--- config.mk ---
export PLATFORM = sky130hd
export DESIGN_NAME = fp_wb_arbiter_flat
export DESIGN_NICKNAME = d
export VERILOG_FILES = /design/src/rtl/fp_wb_arbiter_pkg.sv /design/src/rtl/fp_wb_arbiter_if.sv /design/src/rtl/fp_wb_arbiter_mux.sv /design/src/rtl/fp_wb_arbiter_rr.sv /design/src/rtl/fp_wb_arbiter.sv /design/src/flat_wrapper.sv
export SDC_FILE = /design/constraint.sdc
export NUM_CORES = 1
export LEC_CHECK = 0
export ABC_AREA = 1
export ABC_CLOCK_PERIOD_IN_PS = 3600
export CAP_MARGIN = 10
export CORE_ASPECT_RATIO = 1.1
export CORE_UTILIZATION = 25
export CTS_CLUSTER_SIZE = 28
export DETAILED_ROUTE_END_ITERATION = 10
export SLEW_MARGIN = 40
export SYNTH_ARGS = -nofsm -noshare
export SYNTH_HDL_FRONTEND = slang
export SYNTH_SLANG_ARGS = --single-unit
--- constraint.sdc ---
create_clock -name clk -period 3.6 [get_ports clk]
set_clock_uncertainty 0.15 [all_clocks]
set_input_delay 0.36 -clock clk [delete_from_list [all_inputs] [get_ports clk]]
set_output_delay 0.36 -clock clk [all_outputs]
set_load 0.02 [all_outputs]
--- src/rtl/fp_wb_arbiter_pkg.sv ---
// Shared FP writeback package: source encodings, widths, flag struct and output-stage states.
package fp_wb_arbiter_pkg;

    localparam int DATA_W        = 32;
    localparam int RD_W          = 5;
    localparam int FLAG_W        = 5;
    localparam int CNT_W_DEFAULT = 16;

    localparam logic [1:0] FP_SRC_FADD = 2'd0;
    localparam logic [1:0] FP_SRC_FMUL = 2'd1;
    localparam logic [1:0] FP_SRC_FDIV = 2'd2;
    localparam logic [1:0] FP_SRC_FCVT = 2'd3;

    typedef struct packed {
        logic nv;
        logic dz;
        logic of;
        logic uf;
        logic nx;
    } fp_flags_t;

    typedef enum logic {
        WB_EMPTY = 1'b0,
        WB_FULL  = 1'b1
    } wb_state_e;

    function automatic logic [3:0] oneHot4(input logic [1:0] idx);
        oneHot4 = 4'b0001 << idx;
    endfunction

    function automatic logic [2:0] popCount4(input logic [3:0] vec);
        popCount4 = 3'(vec[0]) + 3'(vec[1]) + 3'(vec[2]) + 3'(vec[3]);
    endfunction

endpackage

--- src/rtl/fp_wb_arbiter_if.sv ---
// Source-side and register-file-side signals of the FP writeback arbiter.
interface fp_wb_arbiter_if
    import fp_wb_arbiter_pkg::*;
#(
    parameter int CNT_W = CNT_W_DEFAULT
);
    logic [3:0]        src_valid;
    logic [3:0]        src_ready;
    logic [DATA_W-1:0] src_data0, src_data1, src_data2, src_data3;
    logic [RD_W-1:0]   src_rd0, src_rd1, src_rd2, src_rd3;
    logic [FLAG_W-1:0] src_flags0, src_flags1, src_flags2, src_flags3;

    logic              wb_valid;
    logic              wb_ready;
    logic [DATA_W-1:0] wb_data;
    logic [RD_W-1:0]   wb_rd;
    logic [FLAG_W-1:0] wb_flags;
    logic [1:0]        wb_src;
    logic [CNT_W-1:0]  conflict_cnt;

    modport master (
        output src_valid, src_data0, src_data1, src_data2, src_data3,
               src_rd0, src_rd1, src_rd2, src_rd3,
               src_flags0, src_flags1, src_flags2, src_flags3, wb_ready,
        input  src_ready, wb_valid, wb_data, wb_rd, wb_flags, wb_src, conflict_cnt
    );

    modport slave (
        input  src_valid, src_data0, src_data1, src_data2, src_data3,
               src_rd0, src_rd1, src_rd2, src_rd3,
               src_flags0, src_flags1, src_flags2, src_flags3, wb_ready,
        output src_ready, wb_valid, wb_data, wb_rd, wb_flags, wb_src, conflict_cnt
    );
endinterface

--- src/rtl/fp_wb_arbiter_mux.sv ---
// Generic 4:1 mux used for the result, destination and flag selection.
module Mux4 #(
    parameter int W = 32
) (
    input  logic [W-1:0] i_in0,
    input  logic [W-1:0] i_in1,
    input  logic [W-1:0] i_in2,
    input  logic [W-1:0] i_in3,
    input  logic [1:0]   i_sel,
    output logic [W-1:0] o_out
);
    always_comb begin
        o_out = i_in0;
        case (i_sel)
            2'd1:    o_out = i_in1;
            2'd2:    o_out = i_in2;
            2'd3:    o_out = i_in3;
            default: o_out = i_in0;
        endcase
    end
endmodule

--- src/rtl/fp_wb_arbiter_rr.sv ---
// Combinational 4-way round-robin picker: first requester at or after ptr, wrapping 3->0.
module rr_arbiter_4 (
    input  logic [3:0] req,
    input  logic [1:0] ptr,
    output logic [1:0] gnt_idx,
    output logic       any
);
    logic [1:0] w_idx;

    always_comb begin
        gnt_idx = 2'd0;
        any     = 1'b0;
        w_idx   = 2'd0;
        for (int k = 0; k < 4; k++) begin
            w_idx = ptr + 2'(k);
            if (!any && req[w_idx]) begin
                gnt_idx = w_idx;
                any     = 1'b1;
            end
        end
    end
endmodule

--- src/rtl/fp_wb_arbiter.sv ---
// FP32 writeback arbiter: round-robin grant over four FP units into a one-entry
// registered output stage with valid/ready toward the register-file write port.
module fp_wb_arbiter
    import fp_wb_arbiter_pkg::*;
#(
    parameter int CNT_W = CNT_W_DEFAULT
) (
    input  logic               clk,
    input  logic               rst,
    input  logic               flush,
    fp_wb_arbiter_if.slave     bus
);
    wb_state_e         r_state;
    wb_state_e         w_stateNext;
    logic [1:0]        r_rrPtr;
    logic [DATA_W-1:0] r_wbData;
    logic [RD_W-1:0]   r_wbRd;
    fp_flags_t         r_wbFlags;
    logic [1:0]        r_wbSrc;
    logic [CNT_W-1:0]  r_conflictCnt;

    logic [1:0]        w_gntIdx;
    logic              w_any;
    logic              w_loadEn;
    logic              w_accept;
    logic              w_conflict;
    logic [DATA_W-1:0] w_muxData;
    logic [RD_W-1:0]   w_muxRd;
    logic [FLAG_W-1:0] w_muxFlags;

    rr_arbiter_4 u_rr (
        .req     (bus.src_valid),
        .ptr     (r_rrPtr),
        .gnt_idx (w_gntIdx),
        .any     (w_any)
    );

    Mux4 #(.W(DATA_W)) u_muxData (
        .i_in0 (bus.src_data0), .i_in1 (bus.src_data1),
        .i_in2 (bus.src_data2), .i_in3 (bus.src_data3),
        .i_sel (w_gntIdx),      .o_out (w_muxData)
    );

    Mux4 #(.W(RD_W)) u_muxRd (
        .i_in0 (bus.src_rd0), .i_in1 (bus.src_rd1),
        .i_in2 (bus.src_rd2), .i_in3 (bus.src_rd3),
        .i_sel (w_gntIdx),    .o_out (w_muxRd)
    );

    Mux4 #(.W(FLAG_W)) u_muxFlags (
        .i_in0 (bus.src_flags0), .i_in1 (bus.src_flags1),
        .i_in2 (bus.src_flags2), .i_in3 (bus.src_flags3),
        .i_sel (w_gntIdx),       .o_out (w_muxFlags)
    );

    assign w_conflict = (popCount4(bus.src_valid) >= 3'd2);

    // A full stage that is draining this cycle may be refilled on the same edge.
    always_comb begin
        w_loadEn      = (r_state == WB_EMPTY) || bus.wb_ready;
        w_accept      = w_loadEn && w_any && !flush && !rst;
        bus.src_ready = w_accept ? oneHot4(w_gntIdx) : 4'b0000;
        w_stateNext   = r_state;
        case (r_state)
            WB_EMPTY: begin
                if (w_accept) w_stateNext = WB_FULL;
            end
            WB_FULL: begin
                if (flush)             w_stateNext = WB_EMPTY;
                else if (w_accept)     w_stateNext = WB_FULL;
                else if (bus.wb_ready) w_stateNext = WB_EMPTY;
            end
            default: w_stateNext = WB_EMPTY;
        endcase
    end

    always_ff @(posedge clk) begin
        if (rst) begin
            r_state       <= WB_EMPTY;
            r_rrPtr       <= 2'd0;
            r_wbData      <= '0;
            r_wbRd        <= '0;
            r_wbFlags     <= '0;
            r_wbSrc       <= 2'd0;
            r_conflictCnt <= '0;
        end else begin
            r_state <= w_stateNext;
            if (w_accept) begin
                r_wbData  <= w_muxData;
                r_wbRd    <= w_muxRd;
                r_wbFlags <= fp_flags_t'(w_muxFlags);
                r_wbSrc   <= w_gntIdx;
                r_rrPtr   <= w_gntIdx + 2'd1;
            end
            if (w_conflict && (r_conflictCnt != {CNT_W{1'b1}})) begin
                r_conflictCnt <= r_conflictCnt + CNT_W'(1);
            end
        end
    end

    assign bus.wb_valid     = (r_state == WB_FULL);
    assign bus.wb_data      = r_wbData;
    assign bus.wb_rd        = r_wbRd;
    assign bus.wb_flags     = r_wbFlags;
    assign bus.wb_src       = r_wbSrc;
    assign bus.conflict_cnt = r_conflictCnt;
endmodule

--- src/flat_wrapper.sv ---
// flat-port wrapper written by rule: the top's interface ports become plain ports
module fp_wb_arbiter_flat import fp_wb_arbiter_pkg::*;
#(
    parameter int CNT_W = CNT_W_DEFAULT
)
  (clk, rst, flush, bus_src_valid, bus_src_data0, bus_src_data1, bus_src_data2, bus_src_data3, bus_src_rd0, bus_src_rd1, bus_src_rd2, bus_src_rd3, bus_src_flags0, bus_src_flags1, bus_src_flags2, bus_src_flags3, bus_wb_ready, bus_src_ready, bus_wb_valid, bus_wb_data, bus_wb_rd, bus_wb_flags, bus_wb_src, bus_conflict_cnt);
  fp_wb_arbiter_if #(.CNT_W(CNT_W)) bus_i ();
  input  logic clk;
  input  logic rst;
  input  logic flush;
  input wire logic [$bits(bus_i.src_valid)-1:0] bus_src_valid;
  input wire logic [$bits(bus_i.src_data0)-1:0] bus_src_data0;
  input wire logic [$bits(bus_i.src_data1)-1:0] bus_src_data1;
  input wire logic [$bits(bus_i.src_data2)-1:0] bus_src_data2;
  input wire logic [$bits(bus_i.src_data3)-1:0] bus_src_data3;
  input wire logic [$bits(bus_i.src_rd0)-1:0] bus_src_rd0;
  input wire logic [$bits(bus_i.src_rd1)-1:0] bus_src_rd1;
  input wire logic [$bits(bus_i.src_rd2)-1:0] bus_src_rd2;
  input wire logic [$bits(bus_i.src_rd3)-1:0] bus_src_rd3;
  input wire logic [$bits(bus_i.src_flags0)-1:0] bus_src_flags0;
  input wire logic [$bits(bus_i.src_flags1)-1:0] bus_src_flags1;
  input wire logic [$bits(bus_i.src_flags2)-1:0] bus_src_flags2;
  input wire logic [$bits(bus_i.src_flags3)-1:0] bus_src_flags3;
  input wire logic [$bits(bus_i.wb_ready)-1:0] bus_wb_ready;
  output wire logic [$bits(bus_i.src_ready)-1:0] bus_src_ready;
  output wire logic [$bits(bus_i.wb_valid)-1:0] bus_wb_valid;
  output wire logic [$bits(bus_i.wb_data)-1:0] bus_wb_data;
  output wire logic [$bits(bus_i.wb_rd)-1:0] bus_wb_rd;
  output wire logic [$bits(bus_i.wb_flags)-1:0] bus_wb_flags;
  output wire logic [$bits(bus_i.wb_src)-1:0] bus_wb_src;
  output wire logic [$bits(bus_i.conflict_cnt)-1:0] bus_conflict_cnt;
  assign bus_i.src_valid = bus_src_valid;
  assign bus_i.src_data0 = bus_src_data0;
  assign bus_i.src_data1 = bus_src_data1;
  assign bus_i.src_data2 = bus_src_data2;
  assign bus_i.src_data3 = bus_src_data3;
  assign bus_i.src_rd0 = bus_src_rd0;
  assign bus_i.src_rd1 = bus_src_rd1;
  assign bus_i.src_rd2 = bus_src_rd2;
  assign bus_i.src_rd3 = bus_src_rd3;
  assign bus_i.src_flags0 = bus_src_flags0;
  assign bus_i.src_flags1 = bus_src_flags1;
  assign bus_i.src_flags2 = bus_src_flags2;
  assign bus_i.src_flags3 = bus_src_flags3;
  assign bus_i.wb_ready = bus_wb_ready;
  assign bus_src_ready = bus_i.src_ready;
  assign bus_wb_valid = bus_i.wb_valid;
  assign bus_wb_data = bus_i.wb_data;
  assign bus_wb_rd = bus_i.wb_rd;
  assign bus_wb_flags = bus_i.wb_flags;
  assign bus_wb_src = bus_i.wb_src;
  assign bus_conflict_cnt = bus_i.conflict_cnt;
  fp_wb_arbiter #(.CNT_W(CNT_W)) u_core (.clk(clk), .rst(rst), .flush(flush), .bus(bus_i));
endmodule
==> run_results.csv <==
group,metric,value,unit
clock_network,cts_resized,0,
power,vdd_ir_drop_max,0.237,mV
grt,pin_count_of_the_biggest_net_entering_global_routing,85,
critical_path,timing_worst_setup_path_type,"reg -> out",
timing,timing.max_slew.rel_slack,53.0,%
final_layout,stdcell_area,6940,sq um
clock_network,clockRootBuffer,"clkbuf_16",
timing,timing.final.max_slew_violations,0,
worst_hold_path,hold_path_class,"reg -> reg",
power,total_power_of_the_final_layout,3.20,mW
synth,avg_inst_size_synth,6.24,sq um
synth,netlist_instances,649,
timing,finalHoldViolCount,0,
critical_path,worst-endpoint-arrival,2.76,ns
grt,first_global_vias,4544,
clock_network,cts.path.max_buffers,2,
drt,drt-total-wl,14.5,mm
drt,drt-vias-per-instance,4.52,
critical_path,timing.critical_path.required,3.09,ns
synth,ys_seq_area_share,31.1,%
final_layout,total_area_of_sequential_cells,1260,sq um
synth,yosys.cell_types.count,28,
drt,met2RoutedLength,7.35,mm
floorplan,floorplan.core_area,15800,sq um
final_layout,ant_cells,0,
job,max_cap_violations,0,
critical_path,setup.worst_path.start_class,"flop",
timing,hold_ws,0.327,ns
floorplan,die_w,123,um
final_layout,final_nets,1051,
status,run_status,"complete, no violations",
power,static_leak,2.83,nW
placed_design,postPlaceCellArea,6610,sq um
floorplan,start_util,25.6,%
drt,top_layer,"met4",
final_layout,final_layout_size_suffix_gt1_share,4.59,%
grt,grt_util_all_layers,17.6,%
synth,synth_area,4050,sq um
final_layout,layout.filler_cells,1680,
timing,layout_min_cycle_time,3.27,ns
timing,clock.fmax,0.306,GHz
placed_design,hpwl,10.9,mm
final_layout,area_growth_syn_to_layout,71.3,%
floorplan,ios,241,
synth,yosys.area.top_type_share,31.1,%
clock_network,htree_num_levels,3,
clock_network,clk_latency,0.33,ns
final_layout,multiInputGateArea,2470,sq um
clock_network,cts_tree,"built",
clock_network,postCtsHoldBufs,0,
floorplan,die-height,136,um
critical_path,kind_of_end_point_of_the_critical_path,"primary output",
drt,routed_met3_length,1.12,mm
floorplan,placement_rows,48,
drt,initialDrtViolationCount,226,
power,powerDensity,461,nW/um^2
drt,drc,0,
synth,ys_seq_elements,63,
timing,report.final.setup_viol,0,
grt,grt_overflow_total,0,
timing,final.period_utilization,90.7,%
drt,routedWlPerCell,13.5,um
timing,rsz_0062_raised_after_global_routing,"false",
timing,tns,0,ns
placed_design,routability_congestion,0.857,
timing,worst_pin_slew,0.704,ns
drt,wl_met1,5.86,mm
drt,antenna_violating_nets_post_route,0,
grt,grt_antenna_before_repair,0,
clock_network,cts-buffers-inserted,9,
clock_network,postCtsSetupRepairBufs,0,
synth,synthTopCellsByArea,"dfxtp_1, nand2_1, nor2_1, a22o_1, o22ai_1",
synth,cell_taking_the_most_area_after_synthesis,"dfxtp_1",
synth,synth_warnings,0,
synth,synth.net_count,833,
clock_network,cts.clk_slew.worst_paths,0.05,ns
floorplan,die_ar,16700,sq um
clock_network,tritoncts_num_sinks,63,
drt,dr_total_vias,4844,
critical_path,crit_fanout,10,
grt,grt_pass1_wl,22.6,mm
drt,drt_first_pass_iters,4,
placed_design,port_buffers,240,
area by class of cell:
cell class	instances	area share, %
Clock buffer	13	3.75
Clock inverter	3	0.938
Inverter	34	1.91
Multi-Input combinational cell	510	35.7
Sequential cell	63	18.2
Tap cell	200	3.61
Timing Repair Buffer	249	36.0
registers in the layout (all words and copies together) (netlist names):
signal and flops:
u_core.bus.conflict_cnt 16, u_core.bus.wb_data 32, u_core.bus.wb_flags 5, u_core.bus.wb_src 2, u_core.bus.wb_rd 5, u_core.bus.wb_valid 1
u_core.r_rrPtr 2
cells in the mapped netlist:
library cell	instances
nor3_1	8
inv_4	2
clkbuf_1	30
o21a_1	1
nand2_2	3
nand2_1	238
o22ai_1	42
inv_1	31
nand3b_1	1
buf_1	1
nor2_1	103
dfxtp_1	63
nand3_2	1
a21oi_1	16
nand4_1	2
a22o_1	42
buf_2	8
xnor2_1	5
o21ai_0	7
nand3_1	22
xor2_1	4
nand2_4	1
nor2_4	1
buf_6	3
nor2_2	4
clkinv_1	1
a211o_1	1
ha_1	8
through the flow:
step                      utilization (%)  cells  setup WS (ns)
after floorplan                         -    649          0.938
after global placement               41.9   1056          0.436
after detailed placement             41.9   1056          0.408
after CTS                            43.9   1072          0.295
final                                43.9   1072          0.333
after global routing                 43.9   1072         0.0796
cells by family (layout without fill, tap and decap cells):
group                    after synthesis  after routing  synth area share, %
buffers and inverters                 76            299                 7.97
flip-flops                            63             63                 31.1
AND/OR/NAND/NOR                      384            384                 37.7
XOR/XNOR                               9              9                 1.95
AO/OA/AOI/OAI                        109            109                 18.8
adder cells (fa/ha/maj)                8              8                 2.47
power breakdown:
group | switching (mW) | internal, mW
clock | 0.311 | 0.643
combinational | 0.767 | 0.677
sequential | 0.0417 | 0.761
critical path, cell delays in order (launching register included):
cell,delay (ns)
dfxtp_1,0.55
inv_4,0.10
nand2_1,0.09
nand2_2,0.08
nand2_2,0.09
nand2_2,0.07
nor2_4,0.11
nand3_1,0.08
nand3_1,0.07
nand2_1,0.13
inv_1,0.13
ha_2,0.18
inv_1,0.04
nor2_1,0.09
clkdlybuf4s50_1,0.63
path summary, 6_finish.rpt:
path,start,end,slack (ns),cells after the start
max,u_core.r_rrPtr[0],bus_src_ready[3],0.33,14
min,u_core.bus.wb_src[0],u_core.bus.wb_src[0],0.33,2
max reg2reg,u_core.r_rrPtr[0],u_core.bus.wb_rd[0],0.71,17
min reg2reg,u_core.bus.wb_src[0],u_core.bus.wb_src[0],0.33,2
placed cells by master (no fill, tap or decap), types with 2 or more instances in the layout:
cell,count
o21ai_0,7
buf_12,2
bufinv_16,2
nand2_1,238
clkbuf_8,2
xor2_1,4
o22ai_1,42
inv_4,2
a21oi_1,16
nand2_2,3
nor2_1,103
nand3_1,22
nand4_1,2
nor3_1,8
xnor2_1,5
clkdlybuf4s50_1,240
nor2_2,4
dfxtp_1,63
inv_1,30
buf_4,7
clkbuf_1,2
ha_2,3
ha_1,5
a22o_1,42
inv_2,2
clkbuf_16,9
layer usage:
| metal | up-vias | GRT usage [%] |
|---|---|---|
| met5 | - | 0 |
| met4 | 0 | 4.89 |
| met3 | 11 | 6.36 |
| met2 | 168 | 31.4 |
| met1 | 2113 | 19.4 |
| li1 | 2552 | - |
(Power assumes the default switching activity.)
